<file path="config.mk">
export PLATFORM = sky130hd
export DESIGN_NAME = dram_line_adapter
export DESIGN_NICKNAME = d
export VERILOG_FILES = /design/src/rtl/dram_line_adapter_pkg.sv /design/src/rtl/dram_line_adapter_line_deserializer.sv /design/src/rtl/dram_line_adapter.sv
export SDC_FILE = /design/constraint.sdc
export NUM_CORES = 1
export LEC_CHECK = 0
export ABC_AREA = 1
export CAP_MARGIN = 5
export CORE_AREA = 5 5 504 506
export CTS_CLUSTER_DIAMETER = 30
export DETAILED_ROUTE_END_ITERATION = 12
export DIE_AREA = 0 0 509 511
export SETUP_SLACK_MARGIN = 0.05
export SLEW_MARGIN = 5
export SYNTH_ARGS = -nofsm -noshare
export SYNTH_HDL_FRONTEND = slang
export SYNTH_SLANG_ARGS = --single-unit
</file>
<file path="constraint.sdc">
create_clock -name clk -period 4.27 [get_ports clk]
set_clock_uncertainty 0.2 [all_clocks]
set_input_delay 0.6405 -clock clk [delete_from_list [all_inputs] [get_ports clk]]
set_output_delay 0.6405 -clock clk [all_outputs]
set_load 0.02 [all_outputs]
</file>
<file path="src/rtl/dram_line_adapter_pkg.sv">
// Shared types and constants for the two-client cacheline adapter in front of the DRAM burst port.
// The line is split into BURST_LEN beats of BEAT_W bits each.
package dram_adapter_pkg;

   localparam int ADDR_W     = 32;
   localparam int BEAT_W     = 64;
   localparam int BURST_LEN  = 4;
   localparam int LINE_W     = BEAT_W * BURST_LEN;
   localparam int BEAT_CNT_W = $clog2(BURST_LEN);
   localparam int N_CLIENTS  = 2;

   typedef logic client_id_t;
   typedef logic [BEAT_CNT_W-1:0] beat_idx_t;

   localparam beat_idx_t LAST_BEAT = beat_idx_t'(BURST_LEN - 1);

   // age=1 marks the older of two outstanding reads
   typedef struct packed {
      logic              valid;
      logic [ADDR_W-1:0] addr;
      logic              age;
   } ost_entry_t;

   typedef enum logic [1:0] {
      IDLE,
      RD_CMD,
      WR_BURST
   } issue_state_e;

   function automatic logic [BEAT_W-1:0] line_beat(input logic [LINE_W-1:0] line,
                                                   input beat_idx_t         idx);
      return line[int'(idx)*BEAT_W +: BEAT_W];
   endfunction

endpackage

</file>
<file path="src/rtl/dram_line_adapter_line_deserializer.sv">
// Collects a back-to-back read burst into one cacheline.
// done_o is combinational on the final beat so the response can be registered the cycle after.
module line_deserializer
   import dram_adapter_pkg::*;
(
   input  logic              clk,
   input  logic              rst_n,
   input  logic              m_rvalid_i,
   input  logic [BEAT_W-1:0] m_rdata_i,
   input  logic [ADDR_W-1:0] m_raddr_i,
   output logic              done_o,
   output logic [ADDR_W-1:0] raddr_o,
   output logic [LINE_W-1:0] line_o
);

   beat_idx_t         cnt_q, cnt_d;
   logic [ADDR_W-1:0] raddr_q;
   logic [BEAT_W-1:0] buf_q [BURST_LEN-1];

   always_comb begin
      cnt_d = '0;
      if (m_rvalid_i) begin
         cnt_d = (cnt_q == LAST_BEAT) ? '0 : beat_idx_t'(cnt_q + 1'b1);
      end
   end

   always_ff @(posedge clk or negedge rst_n) begin
      if (!rst_n) begin
         cnt_q   <= '0;
         raddr_q <= '0;
         for (int k = 0; k < BURST_LEN-1; k++) begin
            buf_q[k] <= '0;
         end
      end else begin
         cnt_q <= cnt_d;
         if (m_rvalid_i && cnt_q == '0) begin
            raddr_q <= m_raddr_i;
         end
         for (int k = 0; k < BURST_LEN-1; k++) begin
            if (m_rvalid_i && cnt_q == beat_idx_t'(k)) begin
               buf_q[k] <= m_rdata_i;
            end
         end
      end
   end

   // The last beat bypasses the buffer and goes straight into the line.
   always_comb begin
      line_o = '0;
      for (int k = 0; k < BURST_LEN-1; k++) begin
         line_o[k*BEAT_W +: BEAT_W] = buf_q[k];
      end
      line_o[LINE_W-1 -: BEAT_W] = m_rdata_i;
   end

   assign done_o  = m_rvalid_i && (cnt_q == LAST_BEAT);
   assign raddr_o = raddr_q;

   a_no_gap: assert property (@(posedge clk) disable iff (!rst_n) (cnt_q != '0) |-> m_rvalid_i);

endmodule

</file>
<file path="src/rtl/dram_line_adapter.sv">
// Arbitrates icache/dcache line requests onto a 64-bit DRAM burst port.
// Writes are serialised into 4-beat bursts; read bursts are reassembled and routed by address.
module dram_line_adapter
   import dram_adapter_pkg::*;
(
   input  logic                 clk,
   input  logic                 rst_n,
   input  logic [ADDR_W-1:0]    c_addr_i  [N_CLIENTS],
   input  logic [N_CLIENTS-1:0] c_read_i,
   input  logic [N_CLIENTS-1:0] c_write_i,
   input  logic [LINE_W-1:0]    c_wdata_i [N_CLIENTS],
   output logic [LINE_W-1:0]    c_rdata_o [N_CLIENTS],
   output logic [N_CLIENTS-1:0] c_resp_o,
   output logic [ADDR_W-1:0]    m_addr_o,
   output logic                 m_read_o,
   output logic                 m_write_o,
   output logic [BEAT_W-1:0]    m_wdata_o,
   input  logic                 m_ready_i,
   input  logic [ADDR_W-1:0]    m_raddr_i,
   input  logic [BEAT_W-1:0]    m_rdata_i,
   input  logic                 m_rvalid_i
);

   issue_state_e         state_q, state_d;
   client_id_t           gnt_q, gnt_d, rr_q, rr_d, pick, win;
   beat_idx_t            beat_q, beat_d;
   logic [ADDR_W-1:0]    m_addr_q, m_addr_d;
   logic                 m_read_q, m_read_d, m_write_q, m_write_d, grant, rec;
   logic [BEAT_W-1:0]    m_wdata_q, m_wdata_d;
   logic [N_CLIENTS-1:0] wr_resp_q, wr_resp_d, rd_resp_q, rd_resp_d, eligible, match;
   ost_entry_t           ost_q [N_CLIENTS];
   ost_entry_t           ost_d [N_CLIENTS];
   logic [LINE_W-1:0]    rdata_q [N_CLIENTS];
   logic [LINE_W-1:0]    rdata_d [N_CLIENTS];
   logic                 rd_done;
   logic [ADDR_W-1:0]    rd_addr;
   logic [LINE_W-1:0]    rd_line;

   line_deserializer u_deser (
      .clk        (clk),
      .rst_n      (rst_n),
      .m_rvalid_i (m_rvalid_i),
      .m_rdata_i  (m_rdata_i),
      .m_raddr_i  (m_raddr_i),
      .done_o     (rd_done),
      .raddr_o    (rd_addr),
      .line_o     (rd_line)
   );

   assign rec = (state_q == RD_CMD) && m_ready_i;

   // A client whose response is on the wire this cycle still holds its request, so it is masked.
   always_comb begin
      state_d   = state_q;
      gnt_d     = gnt_q;
      rr_d      = rr_q;
      beat_d    = beat_q;
      m_addr_d  = m_addr_q;
      m_read_d  = m_read_q;
      m_write_d = m_write_q;
      m_wdata_d = m_wdata_q;
      wr_resp_d = '0;
      grant     = 1'b0;
      pick      = rr_q;
      for (int c = 0; c < N_CLIENTS; c++) begin
         eligible[c] = (c_read_i[c] | c_write_i[c]) & ~ost_q[c].valid & ~c_resp_o[c];
      end
      case (state_q)
         IDLE: begin
            m_read_d  = 1'b0;
            m_write_d = 1'b0;
            if (eligible[rr_q]) begin
               grant = 1'b1;
               pick  = rr_q;
            end else if (eligible[~rr_q]) begin
               grant = 1'b1;
               pick  = ~rr_q;
            end
            if (grant) begin
               gnt_d    = pick;
               rr_d     = ~pick;
               beat_d   = '0;
               m_addr_d = c_addr_i[pick];
               if (c_write_i[pick]) begin
                  state_d   = WR_BURST;
                  m_write_d = 1'b1;
                  m_wdata_d = line_beat(c_wdata_i[pick], '0);
               end else begin
                  state_d  = RD_CMD;
                  m_read_d = 1'b1;
               end
            end
         end
         RD_CMD: begin
            if (m_ready_i) begin
               m_read_d = 1'b0;
               state_d  = IDLE;
            end
         end
         WR_BURST: begin
            if (m_ready_i) begin
               m_write_d = 1'b0;
               if (beat_q == LAST_BEAT) begin
                  wr_resp_d[gnt_q] = 1'b1;
                  state_d          = IDLE;
               end else begin
                  beat_d    = beat_idx_t'(beat_q + 1'b1);
                  m_wdata_d = line_beat(c_wdata_i[gnt_q], beat_idx_t'(beat_q + 1'b1));
               end
            end
         end
         default: state_d = IDLE;
      endcase
   end

   // When both entries hold the returned address, the older one owns this burst.
   always_comb begin
      ost_d     = ost_q;
      rdata_d   = rdata_q;
      rd_resp_d = '0;
      for (int c = 0; c < N_CLIENTS; c++) begin
         match[c] = ost_q[c].valid && (ost_q[c].addr == rd_addr);
      end
      win = match[0] ? (match[1] ? ~ost_q[0].age : 1'b0) : 1'b1;
      if (rd_done && |match) begin
         rd_resp_d[win]    = 1'b1;
         rdata_d[win]      = rd_line;
         ost_d[win].valid  = 1'b0;
      end
      if (rec) begin
         ost_d[gnt_q].valid = 1'b1;
         ost_d[gnt_q].addr  = m_addr_q;
         ost_d[gnt_q].age   = 1'b0;
         if (ost_d[~gnt_q].valid) begin
            ost_d[~gnt_q].age = 1'b1;
         end
      end
   end

   always_ff @(posedge clk or negedge rst_n) begin
      if (!rst_n) begin
         state_q   <= IDLE;
         gnt_q     <= 1'b0;
         rr_q      <= 1'b1;
         beat_q    <= '0;
         m_addr_q  <= '0;
         m_read_q  <= 1'b0;
         m_write_q <= 1'b0;
         m_wdata_q <= '0;
         wr_resp_q <= '0;
         rd_resp_q <= '0;
         for (int c = 0; c < N_CLIENTS; c++) begin
            ost_q[c]   <= '0;
            rdata_q[c] <= '0;
         end
      end else begin
         state_q   <= state_d;
         gnt_q     <= gnt_d;
         rr_q      <= rr_d;
         beat_q    <= beat_d;
         m_addr_q  <= m_addr_d;
         m_read_q  <= m_read_d;
         m_write_q <= m_write_d;
         m_wdata_q <= m_wdata_d;
         wr_resp_q <= wr_resp_d;
         rd_resp_q <= rd_resp_d;
         ost_q     <= ost_d;
         rdata_q   <= rdata_d;
      end
   end

   assign m_addr_o  = m_addr_q;
   assign m_read_o  = m_read_q;
   assign m_write_o = m_write_q;
   assign m_wdata_o = m_wdata_q;
   assign c_resp_o  = wr_resp_q | rd_resp_q;
   assign c_rdata_o = rdata_q;

   a_rw_exclusive: assert property (@(posedge clk) disable iff (!rst_n) (c_read_i & c_write_i) == '0);
   a_ret_matches:  assert property (@(posedge clk) disable iff (!rst_n) rd_done |-> (|match));

endmodule

</file>
---- After elaboration in Yosys (flattened, before gate mapping) ----
Index checks and enable logic that the tools add are counted.
storage, ports and cells
  bits of input ports ..................... 680
  bits in registers ....................... 914
  logic and storage cells ................. 176
cells by class
  bitwise operators ....................... 19
  $lt $le $gt $ge ......................... 14
  equality and inequality tests ........... 14
  shift operators ......................... 1
  multiplexer cells ....................... 79
  add/subtract/negate cells ............... 2
  reductions and logical operators ........ 24
operators by type and width
  cell                  number
  $mux W256             4
  $bwmux W512           1
  $mux W64              7
  $bwmux W68            5
  $demux W256 S1        1
  $shiftx A256 B9 Y64   1
  $mux W68              3
  $demux W34 S1         5
  $mux W34              5
  $pmux W64 S2          1
  $mux W32              3
  $eq A32 B32 Y1        2
  $mux W33              1
  $mux W2               14
  $mux W1               23
  $logic_and A1 B1 Y1   13
  $ne A2 B2 Y1 const B  6
  $lt A1 B2 Y1 const B  5
  $eq A2 B2 Y1 const B  4
  $ge A2 B2 Y1 const B  4
  $not A1 Y1            8
  $not A1 Y2            4
  $reduce_and A4 Y1     2
  $lt A2 B1 Y1 const B  3
  other kinds (15)      28

---- Longest topological paths before layout ----
Gate-level depths: netlist of the first run.
  word-level depth ........................ 19
  gate-level depth with buffers ........... 15

---- Cells and area by module ----
Synthesis of the first run repeated with hierarchy kept, for this count alone.
unflattened totals
  cells, all modules ...................... 5027
  area, all modules ....................... 42510.8 µm²
by module, submodules not included
  module             sequential area each (µm²)  times used  cells each  area an instance (µm²)
  dram_line_adapter  17192.7                     1           3977        33034.2
  line_deserializer  5655.4                      1           1050        9476.6

---- Worst setup path after synthesis of the first run ----
No wires, ideal clock.
  kind .................................... input -> register
  start point ............................. input c_read_i[1]
  end point ............................... register m_wdata_q[10], in the netlist m_wdata_o[10]
  cell stages on the path ................. 11
  library setup time ...................... 116 ps
  buffers on the path ..................... 1
  setup slack ............................. 2130 ps
  arrival time ............................ 1824 ps
  required time ........................... 3954 ps
  path through ............................ o211ai_1 -> nand2_1 -> nand2_2 -> inv_2 -> o21ai_2 -> nand2_1 -> nand2_1 -> inv_2 -> buf_2 -> nand2_1 -> nand2_1
between the ends
  cells in the longest elaborated chain, start to end .. 15
  elaborated cells on any way between the ends .. 25
ends and longest elaborated chain
  element                                      line                      source
  from (decl)                                  dram_line_adapter.sv:9    input logic [N_CLIENTS-1:0] c_read_i,
  $or A1 B1 Y1 (*)                             dram_line_adapter.sv:66   eligible[c] = (c_read_i[c] | c_write_i[c]) & ~ost_q[c].valid & ~c_resp_o[c];
  $and A1 B1 Y1 (*) (2 in a row)               dram_line_adapter.sv:66
  $mux W1 (implied by the code) (2 in a row)   dram_line_adapter.sv:75   end else if (eligible[~rr_q]) begin
  $mux W1                                      dram_line_adapter.sv:75
  $mux W1                                      dram_line_adapter.sv:72   if (eligible[rr_q]) begin
  $mux W1                                      dram_line_adapter.sv:68   case (state_q)
  $not A1 Y2 (implied by the code)             dram_line_adapter.sv:87   m_wdata_d = line_beat(c_wdata_i[pick], '0);
  $mux W64 (implied by the code) (3 in a row)  dram_line_adapter.sv:87
  $mux W64                                     dram_line_adapter.sv:84   if (c_write_i[pick]) begin
  $mux W64                                     dram_line_adapter.sv:79   if (grant) begin
  $pmux W64 S2                                 dram_line_adapter.sv:68
  to (signal assigned)                         dram_line_adapter.sv:164  m_wdata_q <= m_wdata_d;
  to (decl)                                    dram_line_adapter.sv:29   logic [BEAT_W-1:0] m_wdata_q, m_wdata_d;
Every way passes the cells marked *; elsewhere a longest branch is shown, timed or not. The select of a mux whose other input is x is not followed.
A chain may end at the register's enable or synchronous reset.

---- Worst setup path after layout of the first run ----
  start point ............................. register u_deser.raddr_q[20], in the netlist u_deser.raddr_o[20]
  end point ............................... register rdata_q (netlist bit c_rdata_o[288])
between the ends
  cells in the longest elaborated chain, start to end .. 10
  elaborated cells on any way between the ends .. 15
ends and longest elaborated chain
  element                                                                    line                                       source
  from (decl)                                                                dram_line_adapter_line_deserializer.sv:17  logic [ADDR_W-1:0] raddr_q;
  from (signal assigned)                                                     dram_line_adapter_line_deserializer.sv:37  raddr_q <= m_raddr_i;
  $eq A32 B32 Y1                                                             dram_line_adapter.sv:122                   match[c] = ost_q[c].valid && (ost_q[c].addr == rd_addr);
  $logic_and A1 B1 Y1                                                        dram_line_adapter.sv:122
  $mux W1 (2 in a row)                                                       dram_line_adapter.sv:124                   win = match[0] ? (match[1] ? ~ost_q[0].age : 1'b0) : 1'b1;
  $not A1 Y2 (implied by the code)                                           dram_line_adapter.sv:127                   rdata_d[win] = rd_line;
  $ge A2 B2 Y1 (implied by the code) / $lt A2 B1 Y1 (equally long branches)  dram_line_adapter.sv:127
  $logic_and A1 B1 Y1 (implied by the code)                                  dram_line_adapter.sv:127
  $mux W256 (implied by the code)                                            dram_line_adapter.sv:127
  $demux W256 S1                                                             dram_line_adapter.sv:127
  $bwmux W512                                                                dram_line_adapter.sv:127
  to (signal assigned)                                                       dram_line_adapter.sv:168                   rdata_q <= rdata_d;
  to (decl)                                                                  dram_line_adapter.sv:33                    logic [LINE_W-1:0] rdata_q [N_CLIENTS];
Several ways; a longest one is shown, not always the timed one.

==> results.md, run 1 <==
- Worst r2r src: u_deser.raddr_o[20]$_DFFE_PN0P_
- CTS tree: done
- GRT met2 Usage: 0.289
- CP top delay family: simple AND/OR/NAND/NOR gates
- Synth area leaders: dfrtp_1 56%, nand2_1 11%, o21ai_0 9.0%, inv_1 3.9%, o21ai_2 3.6%
- Iteration-0 DRC Markers: 3749
- Total Neg Setup Slack: 0 ps
- Storage cell area: 22900 µm²
- Placement Rows: 184
- ANT nets after route: 0
- Cells on Worst Hold Path: 3
- Final min period: 3150 ps
- Syn_nets: 5451
- CP Max Fanout: 116
- Clk slew on worst S/H paths: 50 ps
- DRC: 0
- Post-CTS Hold Buffers: 1
- Clock buffer depth: 3
- Most frequent cells in the layout: 1290 x clkdlybuf4s50_1, 1214 x nand2_1, 910 x dfrtp_1, 740 x o21ai_0, 423 x inv_1
- Synth cell types: 32
- Max Fclk: 317 MHz
- Ports: 1292
- Final period util: 0.738
- Area Overhead vs Synth: 58.4%
- Slew Limit Fails: 0
- Worst path cell trace: xnor2_1, nand2_1, nor2_1, nand2_1, nor2_1, nand3_1, nand2_8, buf_12, nand2_1, o21ai_0
- Setup Fix Bufs, Post-CTS: 0
- CP endpoint kind: flip-flop
- RD Place Congestion: 0.991
- Initial DRT Pass Iterations: 6
- Required time worst endpoint: 4750 ps
- Flops & latches, synth: 913
- Final setup viols: 0
- Num Clock Sinks: 913
- Floorplan core area: 250000 µm²
- Mapped Area: 41100 µm²
- Clk root buf: clkbuf_16
- Top-area cell type share of the netlist area: 0.555
- Hold Crit Class: input pin to flip-flop
- All-layer global routing usage: 0.168
- Max Cap Violations: 0
- RSZ-0062 raised after global routing: no
- Worst path slowest cell: buf_12
- Worst path bufs/invs: 1
- Final Hold Viols: 0
- Cts bufs inserted: 205
- Cell mode on critical path: nand2_1
- Max H-tree Level: 4
- NumNets Final: 6744
- Synth warn: 0
- Largest net degree at the start of global routing: 117
- Die area: 260000 µm²
- Syn Area/Cell: 8.62 µm²
- Post-cts resize count: 0
- Number of global-route vias before repair: 40800
- Max-slew headroom: 0.212
- Antenna violations before repair: 121
- Starting Density: 0.165
- Total gr overflow: 0
- Synth area leader: dfrtp_1
- Seq/Total Area, Yosys: 0.556
- Final HPWL DP: 181000 µm
- Vias per Instance: 4.19
- FF-to-FF path depth: 10
- Worst slew pin tran: 1180 ps
- Slowest stage delay, CP: 480 ps
- Cell Pwr Density: 513 nW/µm²
- Status: completed
- WL/cell: 23.6 µm
- Area occupied by multi-input gates: 14700 µm²
- Worst hold slack: 207 ps
- VDD IR max: 0.391 mV
- GR peak layer: met2
- Critical path class: flip-flop to flip-flop
- Number of I/O port buffers: 1291
- Hold EP: u_deser.raddr_o[25]$_DFFE_PN0P_
- Arrival time at the worst endpoint: 3630 ps
- Fillers: 26900
- Finished Core Util: 0.261
- Vias post-DR: 40400
- Die Span Y: 511 µm
- R2R Path End: c_rdata_o[288]$_DFFE_PN0P_
- Commonest non-fill, non-tap cell in the layout: clkdlybuf4s50_1
- Total Routed Length: 227000 µm
- Worst skew pair latency: 830 ps
- Worst Setup Start Kind: flip-flop
- Met1 GRT Util: 0.182
- Routing usage on met3: 0.0529
- First-pass GRT wire length: 315000 µm
- R2R setup slack: 1120 ps
- Leakage power: 28.2 nW
- Proportion of layout cells with a drive suffix above 1: 0.111
- HP Start: m_raddr_i[25]
- Die width: 509 µm
- Syn Inst Count: 4766
==> how the worst max path moves through the flow <==
stage / cells after the start / end / start
final: 10 / c_rdata_o[288]$_DFFE_PN0P_ / u_deser.raddr_o[20]$_DFFE_PN0P_
after global routing: 10 / c_rdata_o[288]$_DFFE_PN0P_ / u_deser.raddr_o[20]$_DFFE_PN0P_
after CTS: 3 / c_resp_o[0] / rd_resp_q[0]$_DFF_PN0_
after detailed placement: 13 / m_wdata_o[58]$_DFFE_PN0P_ / c_write_i[1]
after global placement: 13 / m_wdata_o[50]$_DFFE_PN0P_ / c_write_i[1]
after floorplan: 11 / m_wdata_o[10]$_DFFE_PN0P_ / c_read_i[1]
==> report_power, final <==
group | switching, mW | leakage [nW] | total [mW] | internal [mW]
combinational | 4.40 | 12.7 | 6.77 | 2.36
sequential | 0.676 | 12.0 | 10.3 | 9.62
clock | 5.47 | 3.50 | 16.3 | 10.9
==> synth_stat cells (all sizes together) <==
library cell  instances
o211ai               34
o21bai                1
dfrtp               912
nand3               138
nor3                  3
buf                 158
nand4                 2
a211o                 1
xor2                  1
dfstp                 1
xnor2                15
o21ai              1176
o22ai                65
mux2                 11
a21oi               152
ha                    5
o21a                  1
or2                   4
clkbuf              162
nand2              1222
inv                 436
nor2                266
==> worst register-to-register path, delay by kind of cell, from the launching register on <==
kind / cells / cell delay (ps)
DFF: 1 / 410
buffers and inverters: 1 / 740
xor gates and xnor gates: 1 / 330
AOI/OAI and AO/OA: 1 / 110
and+or+nand+nor: 7 / 1230
==> routing by layer <==
metal  up-vias  part of all wire
met5         -            0.0027
met1     19600              0.36
met3       512             0.089
li1      18300                 -
met4        96             0.061
met2      1920              0.49
==> state kept, by name, indices dropped and copies added, names as in the netlist <==
name and cells:
m_write_o 1, u_deser.raddr_o 32, state_q 2, m_read_o 1, c_rdata_o 512, rd_resp_q 2, u_deser.cnt_q 2, rr_q 1
gnt_q 1, wr_resp_q 2, ost_q 67, m_wdata_o 64, m_addr_o 32, u_deser.line_o 192, beat_q 2
==> cell type report <==
class	instances	area share
Clock buffer	259	0.0864
Antenna cell	59	0.00227
Multi-Input combinational cell	3097	0.227
Timing Repair Buffer	1406	0.217
Inverter	436	0.0254
Sequential cell	913	0.351
Tap cell	3348	0.0644
Clock inverter	128	0.0273
==> cells by family after synthesis <==
group,after synthesis,synth area share
and+or+nand+nor,1635,0.155
adders and majority gates,5,0.00152
xor gates and xnor gates,16,0.00341
AOI/OAI and AO/OA,1430,0.194
muxes,11,0.00301
DFF,913,0.556
buffers and inverters,756,0.0872
==> metrics by stage <==
| stage | instances | instance area (µm²) | power, mW | worst slack (ps) |
|---|---|---|---|---|
| after global routing | 9623 | 65000 | 34.9 | 883 |
| after floorplan | 4766 | 41100 | 13.5 | 2130 |
| after global placement | 9199 | 57500 | 17.2 | 626 |
| final | 9646 | 65100 | 33.4 | 1120 |
| after detailed placement | 9199 | 57500 | 17.2 | 634 |
| after CTS | 9587 | 64900 | 33.8 | 954 |
No activity file was read; power rests on OpenSTA's default activity.
==> run 2: changes to the inputs <==
--- a/config.mk
+++ b/config.mk
@@ -7,10 +7,10 @@
 export LEC_CHECK = 0
 export ABC_AREA = 1
 export CAP_MARGIN = 5
-export CORE_AREA = 5 5 504 506
+export CORE_AREA = 5 5 495 497
 export CTS_CLUSTER_DIAMETER = 30
 export DETAILED_ROUTE_END_ITERATION = 12
-export DIE_AREA = 0 0 509 511
+export DIE_AREA = 0 0 500 502
 export SETUP_SLACK_MARGIN = 0.05
 export SLEW_MARGIN = 5
 export SYNTH_ARGS = -nofsm -noshare
==> constraint.sdc (replaced) <==
create_clock -name clk -period 3.2 [get_ports clk]
set_clock_uncertainty 0.2 [all_clocks]
set_input_delay 0.48 -clock clk [delete_from_list [all_inputs] [get_ports clk]]
set_output_delay 0.48 -clock clk [all_outputs]
set_load 0.02 [all_outputs]
==> run 2 against run 1 <==
  * Final area is 0.69% higher
  * Register-to-register slack worse by 760 ps
  * Flip-flop and latch count stayed put
  * Largest cell class unchanged
  * Largest power group unchanged
==> results.md, run 2 (synthesized netlist as in run 1, its figures left out) <==
- Floorplan core area: 240000 µm²
- Vias per Instance: 4.21
- NumNets Final: 6791
- Worst path slowest cell: clkdlybuf4s50_1
- All-layer global routing usage: 0.173
- CTS tree: done
- Worst slew pin tran: 1130 ps
- Placed cell count: 9060
- Final min period: 2860 ps
- Number of I/O port buffers: 1291
- Starting Density: 0.171
- Required time worst endpoint: 2520 ps
- DRC: 0
- Max Cap Violations: 0
- Cell Pwr Density: 683 nW/µm²
- Initial DRT Pass Iterations: 6
- Placed Instance Area: 57800 µm²
- Max-slew headroom: 0.245
- Setup slack after layout: 340 ps
- Number of global-route vias before repair: 40600
- CP top delay family: buffers and inverters
- Worst path cell trace: clkdlybuf4s50_1
- Clock buffer depth: 3
- Finished Cell Area: 65500 µm²
- Largest net degree at the start of global routing: 110
- Fillers: 25500
- Clk root buf: clkbuf_16
- Die width: 500 µm
- Worst r2r src: u_deser.raddr_o[23]$_DFFE_PN0P_
- CP Max Fanout: 2
- Worst hold slack: 88.0 ps
- Worst skew pair latency: 830 ps
- Total gr overflow: 0
- Proportion of layout cells with a drive suffix above 1: 0.114
- WL/cell: 23.8 µm
- Iteration-0 DRC Markers: 3248
- Critical path class: flip-flop to output pin
- Worst path bufs/invs: 1
- RD Place Congestion: 0.979
- Final Power: 44.8 mW
- Crit path depth: 1
- Slowest stage delay, CP: 1030 ps
- Max H-tree Level: 4
- Critical Path End: m_wdata_o[33]
- Fin cells: 9523
- Hold Crit Class: input pin to flip-flop
- HP Start: c_addr_i[7]
- Vias post-DR: 40100
- VDD IR max: 0.508 mV
- Final period util: 0.894
- Ports: 1292
- RSZ-0062 raised after global routing: no
- Antenna violations before repair: 94
- CP endpoint kind: output pin
- CP startpoint: m_wdata_o[33]$_DFFE_PN0P_
- Final Hold Viols: 0
- ANT nets after route: 0
- R2R Path End: c_rdata_o[196]$_DFFE_PN0P_
- Total Neg Setup Slack: 0 ps
- Final HPWL DP: 181000 µm
- First-pass GRT wire length: 311000 µm
- Finished Core Util: 0.273
- Most frequent cells in the layout: 1288 x clkdlybuf4s50_1, 1214 x nand2_1, 910 x dfrtp_1, 740 x o21ai_0, 423 x inv_1
- Arrival time at the worst endpoint: 2180 ps
- Total Routed Length: 227000 µm
- Leakage power: 28.5 nW
- Final setup viols: 0
- Cells on Worst Hold Path: 3
- Worst Setup Start Kind: flip-flop
- Num Clock Sinks: 913
- FF-to-FF path depth: 11
- Max Fclk: 350 MHz
- Clk slew on worst S/H paths: 40 ps
- Cts bufs inserted: 202
- Commonest non-fill, non-tap cell in the layout: clkdlybuf4s50_1
- Die area: 251000 µm²
- Die Span Y: 502 µm
- Largest register FFs: 512
- Area Overhead vs Synth: 59.5%
- Slew Limit Fails: 0
- Placement Rows: 180
- Status: completed
- Pre-CTS setup slack: -72.0 ps
- R2R setup slack: 360 ps
[run 2: what timing repair did]
item | CTS | global route
buffers inserted | 0 | 0
endpoints found under the hold margin | 210 | 0
endpoints found under the setup margin | 0 | 27
gates resized for setup | 0 | 1
hold buffers | 27 | 0
[run 2: cell type report]
cell class	count	area, µm²	share of cell area
clock buffer	249	5460	0.0833
clock inverter	130	1870	0.0286
timing repair buffer	1456	14800	0.226
inverter	436	1650	0.0252
multi-input combinational	3097	14700	0.225
tap	3185	3990	0.0608
sequential	913	22900	0.349
antenna	57	143	0.00218
[run 2: how the worst min path moves through the flow]
stage / to / slack, ps
after detailed placement: m_wdata_o[14]$_DFFE_PN0P_ / 270
after global placement: u_deser.line_o[124]$_DFFE_PN0P_ / 260
final: m_addr_o[7]$_DFFE_PN0P_ / 90
after floorplan: beat_q[0]$_DFFE_PN0P_ / -20
after global routing: m_addr_o[29]$_DFFE_PN0P_ / 30
after CTS: m_addr_o[14]$_DFFE_PN0P_ / 0.5
[run 2: power breakdown]
part,leakage [nW],switching (mW),internal (mW)
clock,3.51,7.15,14.7
sequential,12.0,0.817,12.8
combinational,13.0,6.04,3.27
total,28.5,14.0,30.8
[run 2: per-layer routing]
metal | up-vias | GRT usage | share of wire
met4 | 58 | 0.103 | 0.061
met1 | 19400 | 0.187 | 0.36
met2 | 1840 | 0.302 | 0.50
li1 | 18400 | - | -
met3 | 478 | 0.0488 | 0.076
met5 | - | 0 | 0.0017
